**src/rtl/bpu_ras_ckpt_pkg.sv**
```systemverilog
// Shared return-address-stack types and default sizing for the BPU.
// Checkpoint layout, MSB first: {tos, occ, addr, cnt}.
package bpu_ras_ckpt_pkg;

  localparam int RAS_DEPTH  = 8;
  localparam int RAS_CNT_W  = 2;
  localparam int RAS_ADDR_W = 32;
  localparam int RAS_TOS_W  = $clog2(RAS_DEPTH);
  localparam int RAS_OCC_W  = RAS_TOS_W + 1;

  typedef struct packed {
    logic                  valid;
    logic [RAS_ADDR_W-1:0] addr;
    logic [RAS_CNT_W-1:0]  cnt;
  } ras_t;

  typedef struct packed {
    logic [RAS_TOS_W-1:0]  tos;
    logic [RAS_OCC_W-1:0]  occ;
    logic [RAS_ADDR_W-1:0] addr;
    logic [RAS_CNT_W-1:0]  cnt;
  } ras_ckpt_t;

endpackage

```
**src/rtl/bpu_ras_ckpt.sv**
```systemverilog
// Return-address stack with per-entry recursion counters and checkpoint/restore
// for verify-stage mispredict recovery.
module bpu_ras_ckpt
  import bpu_ras_ckpt_pkg::*;
#(
  parameter int DEPTH  = RAS_DEPTH,
  parameter int CNT_W  = RAS_CNT_W,
  parameter int ADDR_W = RAS_ADDR_W
) (
  input  logic                                          clk,
  input  logic                                          reset,
  input  logic                                          push_i,
  input  logic [ADDR_W-1:0]                             push_addr_i,
  input  logic                                          pop_i,
  output logic                                          top_valid_o,
  output logic [ADDR_W-1:0]                             top_addr_o,
  output logic [2*$clog2(DEPTH)+1+ADDR_W+CNT_W-1:0]     ckpt_o,
  input  logic                                          recover_i,
  input  logic [2*$clog2(DEPTH)+1+ADDR_W+CNT_W-1:0]     recover_ckpt_i
);

  localparam int TOS_W = $clog2(DEPTH);
  localparam int OCC_W = TOS_W + 1;
  localparam logic [CNT_W-1:0] CNT_MAX  = '1;
  localparam logic [OCC_W-1:0] OCC_FULL = OCC_W'(DEPTH);

  typedef struct packed {
    logic [TOS_W-1:0]  tos;
    logic [OCC_W-1:0]  occ;
    logic [ADDR_W-1:0] addr;
    logic [CNT_W-1:0]  cnt;
  } ckpt_t;

  logic              valid [DEPTH];
  logic [ADDR_W-1:0] addr  [DEPTH];
  logic [CNT_W-1:0]  cnt   [DEPTH];
  logic [TOS_W-1:0]  tos;
  logic [OCC_W-1:0]  occ;

  ckpt_t            rc;
  logic             nonempty;
  logic             same_hit;
  logic [TOS_W-1:0] tos_inc;
  logic [TOS_W-1:0] tos_dec;

  assign rc       = ckpt_t'(recover_ckpt_i);
  assign nonempty = (occ != '0);
  assign tos_inc  = tos + 1'b1;
  assign tos_dec  = tos - 1'b1;
  // A repeated call to the live top address folds into its counter until it saturates.
  assign same_hit = nonempty && valid[tos] && (addr[tos] == push_addr_i) && (cnt[tos] != CNT_MAX);

  assign top_valid_o = nonempty;
  assign top_addr_o  = nonempty ? addr[tos] : '0;
  assign ckpt_o      = {tos, occ, addr[tos], cnt[tos]};

  always_ff @(posedge clk or posedge reset) begin
    if (reset) begin
      tos <= '0;
      occ <= '0;
      for (int i = 0; i < DEPTH; i++) begin
        valid[i] <= 1'b0;
        addr[i]  <= '0;
        cnt[i]   <= '0;
      end
    end else if (recover_i) begin
      tos            <= rc.tos;
      occ            <= rc.occ;
      valid[rc.tos]  <= (rc.occ != '0);
      addr[rc.tos]   <= rc.addr;
      cnt[rc.tos]    <= rc.cnt;
    end else if (push_i && pop_i && nonempty) begin
      // RET+CALL: the returning frame is replaced in place.
      valid[tos] <= 1'b1;
      addr[tos]  <= push_addr_i;
      cnt[tos]   <= '0;
    end else if (push_i) begin
      if (same_hit) begin
        cnt[tos] <= cnt[tos] + 1'b1;
      end else begin
        tos            <= tos_inc;
        valid[tos_inc] <= 1'b1;
        addr[tos_inc]  <= push_addr_i;
        cnt[tos_inc]   <= '0;
        if (occ != OCC_FULL) occ <= occ + 1'b1;
      end
    end else if (pop_i && nonempty) begin
      if (cnt[tos] != '0) begin
        cnt[tos] <= cnt[tos] - 1'b1;
      end else begin
        valid[tos] <= 1'b0;
        tos        <= tos_dec;
        occ        <= occ - 1'b1;
      end
    end
  end

endmodule

```
**config.mk**
```make
export PLATFORM = sky130hd
export DESIGN_NAME = bpu_ras_ckpt
export DESIGN_NICKNAME = d
export VERILOG_FILES = /design/src/rtl/bpu_ras_ckpt_pkg.sv /design/src/rtl/bpu_ras_ckpt.sv
export SDC_FILE = /design/constraint.sdc
export NUM_CORES = 1
export LEC_CHECK = 0
export CAP_MARGIN = 20
export CORE_AREA = 2 2 242 244
export CTS_CLUSTER_DIAMETER = 40
export DETAILED_ROUTE_END_ITERATION = 6
export DIE_AREA = 0 0 244 246
export PLACE_DENSITY = 0.46
export SETUP_SLACK_MARGIN = 0.02
export SLEW_MARGIN = 10
export SYNTH_ARGS = -nofsm -noshare
export SYNTH_HDL_FRONTEND = slang
export SYNTH_SLANG_ARGS = --single-unit
```
**constraint.sdc**
```tcl
create_clock -name clk -period 11 [get_ports clk]
set_clock_uncertainty 0.05 [all_clocks]
set_input_delay 2.2 -clock clk [delete_from_list [all_inputs] [get_ports clk]]
set_output_delay 2.2 -clock clk [all_outputs]
set_load 0.02 [all_outputs]
```
Word level (Yosys, flattened, before mapping)
Cells that the tools add are included.
- register bits after elaboration: 287
- output and inout port bits: 74
- word-level logic and storage cells: 144
- $lt $le $gt $ge: 6
- reduce and logical (&&, ||, !) cells: 21
- multiplexer cells: 64
- equal/unequal tests: 10
- add/sub/neg operators: 6
- bitwise gates (word level): 11
- operator list (operator ; number):
    $mux W256 ; 4
    $bwmux W256 ; 3
    $demux W32 S3 ; 3
    $mux W32 ; 6
    $bmux W32 S3 ; 1
    $mux W16 ; 6
    $bwmux W16 ; 3
    $mux W8 ; 6
    $and A16 B16 Y16 ; 2
    $eq A32 B32 Y1 ; 1
    $not A16 Y16 ; 2
    $mux W4 ; 7
    $demux W2 S3 ; 3
    $mux W3 ; 6
    $or A8 B8 Y8 ; 2
    $reduce_bool A4 Y1 ; 4
    $ge A4 B4 Y1 const B ; 3
    $lt A4 B1 Y1 const B ; 3
    $not A3 Y4 ; 3
    $mux W2 ; 5
    $demux W1 S3 ; 3
    $logic_and A1 B1 Y1 ; 9
    $and A8 B8 Y8 ; 1
    $bwmux W8 ; 1
    other kinds (22) ; 31

Longest topological paths before layout
Gate-level depths: netlist (run 1).
- depth after elaboration: 12
- depth in mapped cells: 20

Worst setup path before layout (run 1)
No wires, ideal clock.
- path type: register to output
- start point: register tos[2]
- end point: output ckpt_o[0]
- arrival time: 2.351 ns
- stages on the path, launching flop included: 10
- path buffers: 5
- slack: 6.399 ns
- cell sequence: dfrtp_1 -> buf_2 -> buf_2 -> buf_2 -> buf_2 -> buf_1 -> nand2b_1 -> nor2_1 -> nor4_1 -> and2_1
- cells in the longest elaborated chain, start to end: 4
- RTL lines (element ; line ; source):
    start: declaration ; bpu_ras_ckpt.sv:37 ; logic [TOS_W-1:0] tos;
    start signal: assignment ; bpu_ras_ckpt.sv:67 ; tos <= rc.tos;
    start signal: assignment ; bpu_ras_ckpt.sv:81 ; tos <= tos_inc;
    start signal: assignment ; bpu_ras_ckpt.sv:92 ; tos <= tos_dec;
    $not A3 Y4 (not written as such) ; bpu_ras_ckpt.sv:55 ; assign ckpt_o = {tos, occ, addr[tos], cnt[tos]};
    $bmux W2 S3 ; bpu_ras_ckpt.sv:55 ;
    $mux W2 (not written as such) (2 in series) ; bpu_ras_ckpt.sv:55 ;
    end: declaration ; bpu_ras_ckpt.sv:17 ; output logic [2*$clog2(DEPTH)+1+ADDR_W+CNT_W-1:0] ckpt_o,
No other way between the ends. The select of a mux whose other input is x is not followed.

Worst setup path after layout (run 1)
Ends and elaborated chain as after synthesis.

==> results summary, run 1 <==
The shortest period the worst path allows came out at between 6 and 7 ns. The worst setup path is of the reg -> out kind. The total overflow reported by the global router is 0. Setup violations remaining at the end of the flow were counted as 0. The run finished with clean final reports. The startpoint identified for the worst hold timing path is addr[254]. The required time of the critical path is 8.75 ns. The violation count after the first detailed-route iteration came out at 1710. The first-pass GRT wire length is 112 mm. Setup repair after global routing left no endpoint under its margin. The layout overhead on the synthesized area came out at 24.6%.

The layout has between 5000 and 6000 filler cells. The average cell area after synthesis is roughly 9 um2. The number of I/O port buffers came out at 151. The sequential-to-total area share from yosys stat is 0.406. The count of boundary I/O pins is between 150 and 200. The cell area after synthesis came out at ~18000 um2.

STA classifies the critical path startpoint as a flop. For this block, the routed nets add up to about 76 mm of wire. The number of antenna violations at the first check in global routing came to 1.

The full die area came out at 60000 um2. The transition time at the pin with the least slew margin is approximately 1.0 ns. The share of the synthesized area in the top cell type is 0.406. The clock passes through at most 3 buffers. The first TritonRoute pass finished after 7 iterations. Routed signal wires occupy layers up through met4. The CTS clock-pin slew for the worst setup and hold paths came out at around 0.050 ns. The share of cells above drive strength 1 came out at 0.137. Registers take just over 7000 um2.

The total power per unit cell area came out at between 200 and 300 nW/um2. The number of global-route vias before repair came out at roughly 16000. The number of flops mapped to enable cells by yosys is 0.

The number of instances in the synthesized netlist came out at 1970. The slowest stage of the critical path is the sky130_fd_sc_hd__dfrtp_4 cell. The detailed-placement wirelength estimate is roughly 44 mm. The wire length per cell is around 26 um. On the worst path, the slowest cell contributes a delay of around 0.75 ns. After detailed routing, the number of vias per cell comes to 5.68.

For this design the static power due to leakage is 9.51 nW. The floorplan step defined a core boundary enclosing roughly 57000 um2. The net count of the mapped netlist is a little over 2000. TritonCTS built the clock tree. Across the VDD grid, the largest voltage drop is 0.121 mV. After clock tree synthesis, the repair step resized 0 gates.

Along the worst hold path, the cell count comes to 1. The number of cells on the worst reg-to-reg path is 17. For this design, the sink count on the clock tree is roughly 290.

The setup check on the worst reg-to-reg path leaves a slack of 4.44 ns. The total CTS buffers is 58. The count of cell types in the netlist is 61. The most used flip-flop cell after synthesis is sky130_fd_sc_hd__dfrtp_1.

Once detail routing completed, the nets flagged for antenna violations numbered 0. The later-pin clock latency in the skew report came out at around 0.62 ns. The final cycle utilization of the critical path came out at 0.619. In the final layout, the multi-input gates occupy roughly 9400 um2.

The via count is ~16000. The number of hold violations in the final report is 0. The number of violations of the max-capacitance limit came out at 0. Once routing completed, OpenROAD measured the worst setup slack at roughly 4.2 ns. The clock tree root driver cell is sky130_fd_sc_hd__clkbuf_16.

By area the synthesized netlist is led by sky130_fd_sc_hd__dfrtp_1 (41%), sky130_fd_sc_hd__mux2i_1 (8.8%), sky130_fd_sc_hd__a21oi_1 (7.2%). The path category of the worst min-delay check is reg -> reg. For this run, the total global-route usage over all layers was measured as 0.250. The starting density of the core came out at 0.308.

The number of core rows is 88. The length of routed met2 wiring is roughly 34 mm. The die boundary width is around 240 um.

The synthesis-stage register bit count is around 290. Entering global routing, the biggest net connects between 100 and 150 pins. The count of hold buffers inserted by post-cts repair is 0. In the final timing run, aggregate negative setup slack is 0 ns. The number of max-slew violations in the final report is 0. Data on the critical path arrives at its endpoint at about 4.6 ns. The largest area contributor in the netlist is sky130_fd_sc_hd__dfrtp_1. The residual DRC count came out at 0. The highest clock frequency the design can meet came out at ~150 MHz.

The worst setup path startpoint is tos[2]. The final layout net count came out at about 2100. Following the worst setup path forward leads to its endpoint at ckpt_o[0]. In this run the critical register-to-register path is captured at addr[107]. The final weighted congestion in routability-driven placement is slightly below 0.9. The floorplan step set the die height to about 250 um.

CTS built an H-tree with a depth of 2. Traced cell by cell, the critical path runs through buf_4 -> clkinv_1 -> nand2_1 -> nor2_1 -> nor4_1 -> and2_1 -> clkdlybuf4s50_1. The worst register-to-register path begins at tos[1]. Wire segments on met3 add up to 6.02 mm in the final route. Of all nets on the critical path, the largest fanout is 43. The post-CTS setup-driven buffer insertion count came out at 0. The number of warnings issued by yosys came out at 0.

The relative slew slack is 0.315. The worst slack after detailed placement is roughly 4.5 ns. In the final routing, the length of wire on met1 measures 32.8 mm.

The kind of end point of the critical path is an output pin. The share of flip-flops with an asynchronous set or reset came out at 1.00.
sequential cells by signal, summed over array words and instances (netlist names):
| name | count |
|---|---|
| addr | 256 |
| cnt | 16 |
| valid | 8 |
| occ | 4 |
| tos | 3 |
cell families (layout without fill, tap and decap cells):
group / after synthesis / after routing / synth area share
AO/OA/AOI/OAI: 589 / 589 / 0.203
flip-flops: 287 / 287 / 0.406
adder cells (fa/ha/maj): 7 / 7 / 0.00537
other: 0 / 1 / 0
multiplexers: 262 / 262 / 0.174
buffers and inverters: 298 / 431 / 0.0699
AND/OR/NAND/NOR: 487 / 487 / 0.122
XOR/XNOR: 40 / 40 / 0.0198
synth_stat cells (all sizes together), types with 7 or more instances:
cell type	count
mux2	77
nand2	168
o22ai	14
xnor2	27
mux4	28
nor2	183
xor2	13
and3	8
o31ai	12
a221oi	17
a22oi	114
nor4	8
nor3	15
inv	128
o21ai	118
nor2b	38
and2	14
o211ai	7
mux2i	157
nand3	22
buf	85
o2bb2ai	14
clkbuf	83
dfrtp	287
nand2b	9
a21oi	256
layout by cell type, fill, tap and decap left out, types with 6 or more instances in the layout:
cell type / Yosys / layout
sky130_fd_sc_hd__a21oi_1: 256 / 253
sky130_fd_sc_hd__a221oi_1: 16 / 16
sky130_fd_sc_hd__a22oi_1: 114 / 114
sky130_fd_sc_hd__and2_1: 14 / 14
sky130_fd_sc_hd__and3_1: 8 / 8
sky130_fd_sc_hd__buf_4: 4 / 42
sky130_fd_sc_hd__bufinv_16: 0 / 12
sky130_fd_sc_hd__clkbuf_1: 83 / 8
sky130_fd_sc_hd__clkbuf_16: 0 / 59
sky130_fd_sc_hd__clkbuf_8: 0 / 7
sky130_fd_sc_hd__clkdlybuf4s50_1: 0 / 150
sky130_fd_sc_hd__clkinv_2: 0 / 10
sky130_fd_sc_hd__dfrtp_1: 287 / 284
sky130_fd_sc_hd__ha_1: 6 / 6
sky130_fd_sc_hd__inv_1: 126 / 124
sky130_fd_sc_hd__mux2_2: 77 / 77
sky130_fd_sc_hd__mux2i_1: 155 / 155
sky130_fd_sc_hd__mux4_2: 28 / 28
sky130_fd_sc_hd__nand2_1: 168 / 168
sky130_fd_sc_hd__nand2b_1: 9 / 9
sky130_fd_sc_hd__nand3_1: 22 / 22
sky130_fd_sc_hd__nand4_1: 6 / 6
sky130_fd_sc_hd__nor2_1: 183 / 177
sky130_fd_sc_hd__nor2_4: 0 / 6
sky130_fd_sc_hd__nor2b_1: 38 / 38
sky130_fd_sc_hd__nor3_1: 15 / 13
sky130_fd_sc_hd__nor4_1: 6 / 6
sky130_fd_sc_hd__o211ai_1: 7 / 7
sky130_fd_sc_hd__o21ai_0: 115 / 115
sky130_fd_sc_hd__o22ai_1: 14 / 14
sky130_fd_sc_hd__o2bb2ai_1: 14 / 14
sky130_fd_sc_hd__o311ai_0: 6 / 6
sky130_fd_sc_hd__o31ai_1: 9 / 9
sky130_fd_sc_hd__xnor2_1: 27 / 27
sky130_fd_sc_hd__xor2_1: 13 / 13
routing by layer:
metal	up-vias	track usage
met1	8239	0.342
li1	7150	-
met2	760	0.396
met5	-	0
met4	0	0.0850
met3	159	0.0468
per-stage QoR:
stage                     cell area, um2  hold slack (ns)  power [mW]  instances  utilization
after floorplan                    17700            0.420        3.05       1970            -
after global placement             19900            0.433        4.08       2759        0.347
after detailed placement           19900            0.443        4.10       2760        0.347
after CTS                          22000            0.453        6.05       2866        0.384
after global routing               22000            0.471        6.33       2868        0.384
final                              22000            0.451        6.04       2869        0.384
worst max-delay path, delay by kind of cell, from the launching register on:
family | cells | cell delay [ns]
and+or+nand+nor | 4 | 1.14
DFF | 1 | 0.75
buffers and inverters | 3 | 2.00
final cells by class:
| type | instances | area share |
|---|---|---|
| antenna | 1 | 0.000113 |
| multi-input combinational | 1385 | 0.428 |
| clock buffer | 74 | 0.0727 |
| clock inverter | 32 | 0.0228 |
| tap | 765 | 0.0434 |
| timing repair buffer | 195 | 0.0841 |
| inverter | 130 | 0.0225 |
| sequential | 287 | 0.326 |
worst min path at each step:
| stage | endpoint |
|---|---|
| after CTS | addr[254] |
| after global placement | addr[254] |
| after global routing | addr[219] |
| final | addr[254] |
| after floorplan | cnt[1] |
| after detailed placement | addr[254] |
report_power, final:
group | internal [mW] | switching, mW
clock | 1.30 | 0.620
sequential | 1.38 | 0.244
combinational | 0.970 | 1.52
Note: power is estimated with default switching activity, not from simulation.
==> run 2, diff against run 1 <==
Clock period 11 ns to 6.9 ns, I/O delays scaled along.
==> results summary, run 2 (same netlist as run 1, synthesis figures left out) <==
The number of global-route vias before repair came out at 16300. The residual DRC count is 0. The signal on the critical path passes through and2_1 -> nand2b_1 -> nor2_1 -> nor4_1 -> and2_1 -> ha_1 -> a31oi_1 -> nand4_1 -> nor3_1 -> nand3_1 -> nor4_4 -> nor3_1 -> o31ai_4 -> buf_4 -> mux2i_1. The startpoint type of the worst setup path is a flop. The flow ran to the end, and the final reports show no timing, DRC or antenna violations. The most frequent standard cell in the layout excluding fill and tap cells is sky130_fd_sc_hd__dfrtp_1. The filler-free cell count of the finished design is between 2000 and 3000. The slowest stage cell on the critical path is sky130_fd_sc_hd__and2_1.

The maximum level of the CTS H-tree is 3. The largest net degree at the start of global routing came out at 152. The final core utilization came out at 0.389. The number of max-slew violations in the final report is 0. In the layout the commonest cells are sky130_fd_sc_hd__dfrtp_1 (284), sky130_fd_sc_hd__a21oi_1 (253), sky130_fd_sc_hd__nor2_1 (177). The first detailed-routing pass ran for 5 iterations. The relative slew slack is 0.283. The highest metal layer carrying signal wires in the routed design is met4. The total CTS buffers is 67.

The number of filler instances in the final layout is 5713. Final hold analysis gives a worst-case slack of about 0.45 ns. STA classifies the critical path endpoint as a flop. The number of sinks on the clock net came out at about 290. The length of routed met2 wiring came out at approximately 35 mm. The worst slack after detailed placement is 1.31 ns.

The least setup slack across all paths after layout came out at approximately 1.2 ns. The number of cells after detailed placement came out at 2769. The wire-length estimate of the detail-placed layout is between 40 and 50 mm. The number of antenna violations at the first check in global routing came out at 1.

The count of hold buffers inserted by post-cts repair came out at 0. The via count is 16300. Routability-driven placement finished with a final weighted congestion of about 0.87. The final cell area excluding filler cells is around 22000 um2. The number of core rows came out at 88. The post-CTS setup-driven buffer insertion count came out at 0. The maximum fanout along the worst path is 22.

The final cycle utilization of the critical path came out at 0.832. The first-pass GRT wire length is about 110 mm. Summing all placed instances gives a cell area of between 20000 and 25000 um2. Based on the critical path, the design can be clocked at up to around 170 MHz. The path class of the tightest hold or removal check is reg -> reg.

The overall routing resource usage is 0.249. The cell leakage power is 9.65 nW. The die height is approximately 250 um. At the pin with the least slew margin, the transition time is roughly 1.1 ns. The length of routed met3 wiring is 5.26 mm. Power spread over the standard cell area amounts to roughly 440 nW/um2.

The arrival time at the worst endpoint came out at a little over 6 ns. After global routing the overflow that remains totals 0. The share of cells above drive strength 1 came out at 0.145.

The setup path with the least slack is of type reg -> reg. Grouping stages by cell kind, the critical path spends the most delay in simple AND/OR/NAND/NOR gates. The required time of the critical path is between 7 and 8 ns.

The number of flip-flops under the largest register name is between 200 and 300. The floorplan step defined a die boundary enclosing ~60000 um2. The number of I/O port buffers came out at approximately 150.

The tree is rooted in a sky130_fd_sc_hd__clkbuf_16. The shortest period the worst path allows is around 5.7 ns. Dividing the detail-routed wire length by the instance count gives between 20 and 30 um. The largest registers in the layout are addr (256), cnt (16), valid (8). Across the run, the number of max-cap violations was 0. The area of the placeable core is 57400 um2.

The number of buffers on the longest clock path came out at 3. The summed negative setup slack over all endpoints came out at 0 ns. The layout overhead on the synthesized area came out at 26.2%. The total wire length after detailed routing came out at ~75 mm. The total routed wire length on the met1 layer is ~33 mm.

The number of gates resized after cts is 0. The number of hold violations in the final report is 0. The starting density of the core came out at 0.308. Setup repair after global routing left no endpoint under its margin. For the worst-skew pair, the clock arrives at the later sink with an insertion delay of around 0.59 ns. The violation count after the first detailed-route iteration came out at between 1000 and 1500. The total setup violations reported at the end of the flow is 0.

TritonCTS built the clock tree. The maximum ir drop on the vdd rail came out at around 0.25 mV. Measured along the x axis, the die boundary spans 244 um. The total chip power is between 9 and 10 mW.

Dividing the detail-routed via count by the number of cells gives ~5.6. After the last flow step, the layout net total stands at between 2000 and 2500. The final antenna-violating net count is 0. The CTS clock-pin slew for the worst setup and hold paths is around 0.05 ns. The count of boundary I/O pins came out at 152. Counting flops per register, the top entry is addr. In this design, the stage delay of the slowest critical-path cell is 0.86 ns. Counting both buffers and inverters, the worst setup path holds a total of 1.
run 2: path summary, 6_finish.rpt:
kind	start	to	slack, ns	cells past startpoint
setup / recovery	tos[0]	addr[105]	1.16	15
hold / removal	addr[198]	addr[198]	0.45	1
setup reg to reg	tos[0]	addr[105]	1.16	15
hold reg to reg	addr[198]	addr[198]	0.45	1
max in group asynchronous	reset	tos[2]	4.53	3
min in group asynchronous	reset	addr[55]	1.29	3
run 2: area by class of cell:
class / instances / area, um2 / share of cell area
Sequential cell: 287 / 7190 / 0.322
Clock inverter: 26 / 309 / 0.0138
Antenna cell: 1 / 2.50 / 0.000112
Clock buffer: 93 / 1960 / 0.0876
Inverter: 130 / 492 / 0.0220
Timing Repair Buffer: 202 / 1980 / 0.0885
Multi-Input combinational cell: 1385 / 9450 / 0.423
Tap cell: 765 / 957 / 0.0429
run 2: worst register-to-register path: stages, from the launching register on:
cell	delay, ns
sky130_fd_sc_hd__dfrtp_2	0.66
sky130_fd_sc_hd__and2_1	0.88
sky130_fd_sc_hd__nand2b_1	0.45
sky130_fd_sc_hd__nor2_1	0.25
sky130_fd_sc_hd__nor4_1	0.08
sky130_fd_sc_hd__and2_1	0.21
sky130_fd_sc_hd__ha_1	0.20
sky130_fd_sc_hd__a31oi_1	0.21
sky130_fd_sc_hd__nand4_1	0.19
sky130_fd_sc_hd__nor3_1	0.26
sky130_fd_sc_hd__nand3_1	0.15
sky130_fd_sc_hd__nor4_4	0.81
sky130_fd_sc_hd__nor3_1	0.24
sky130_fd_sc_hd__o31ai_4	0.28
sky130_fd_sc_hd__buf_4	0.47
sky130_fd_sc_hd__mux2i_1	0.28
run 2: power breakdown:
| part | switching [mW] | internal [mW] |
|---|---|---|
| logic | 2.44 | 1.57 |
| registers | 0.358 | 2.21 |
| clock network | 1.06 | 2.16 |
| total | 3.86 | 5.94 |
run 2: per-layer routing:
layer,vias to the layer above,track usage
met2,695,0.396
met4,0,0.0771
met1,8293,0.340
met3,118,0.0490
li1,7191,-
met5,-,0
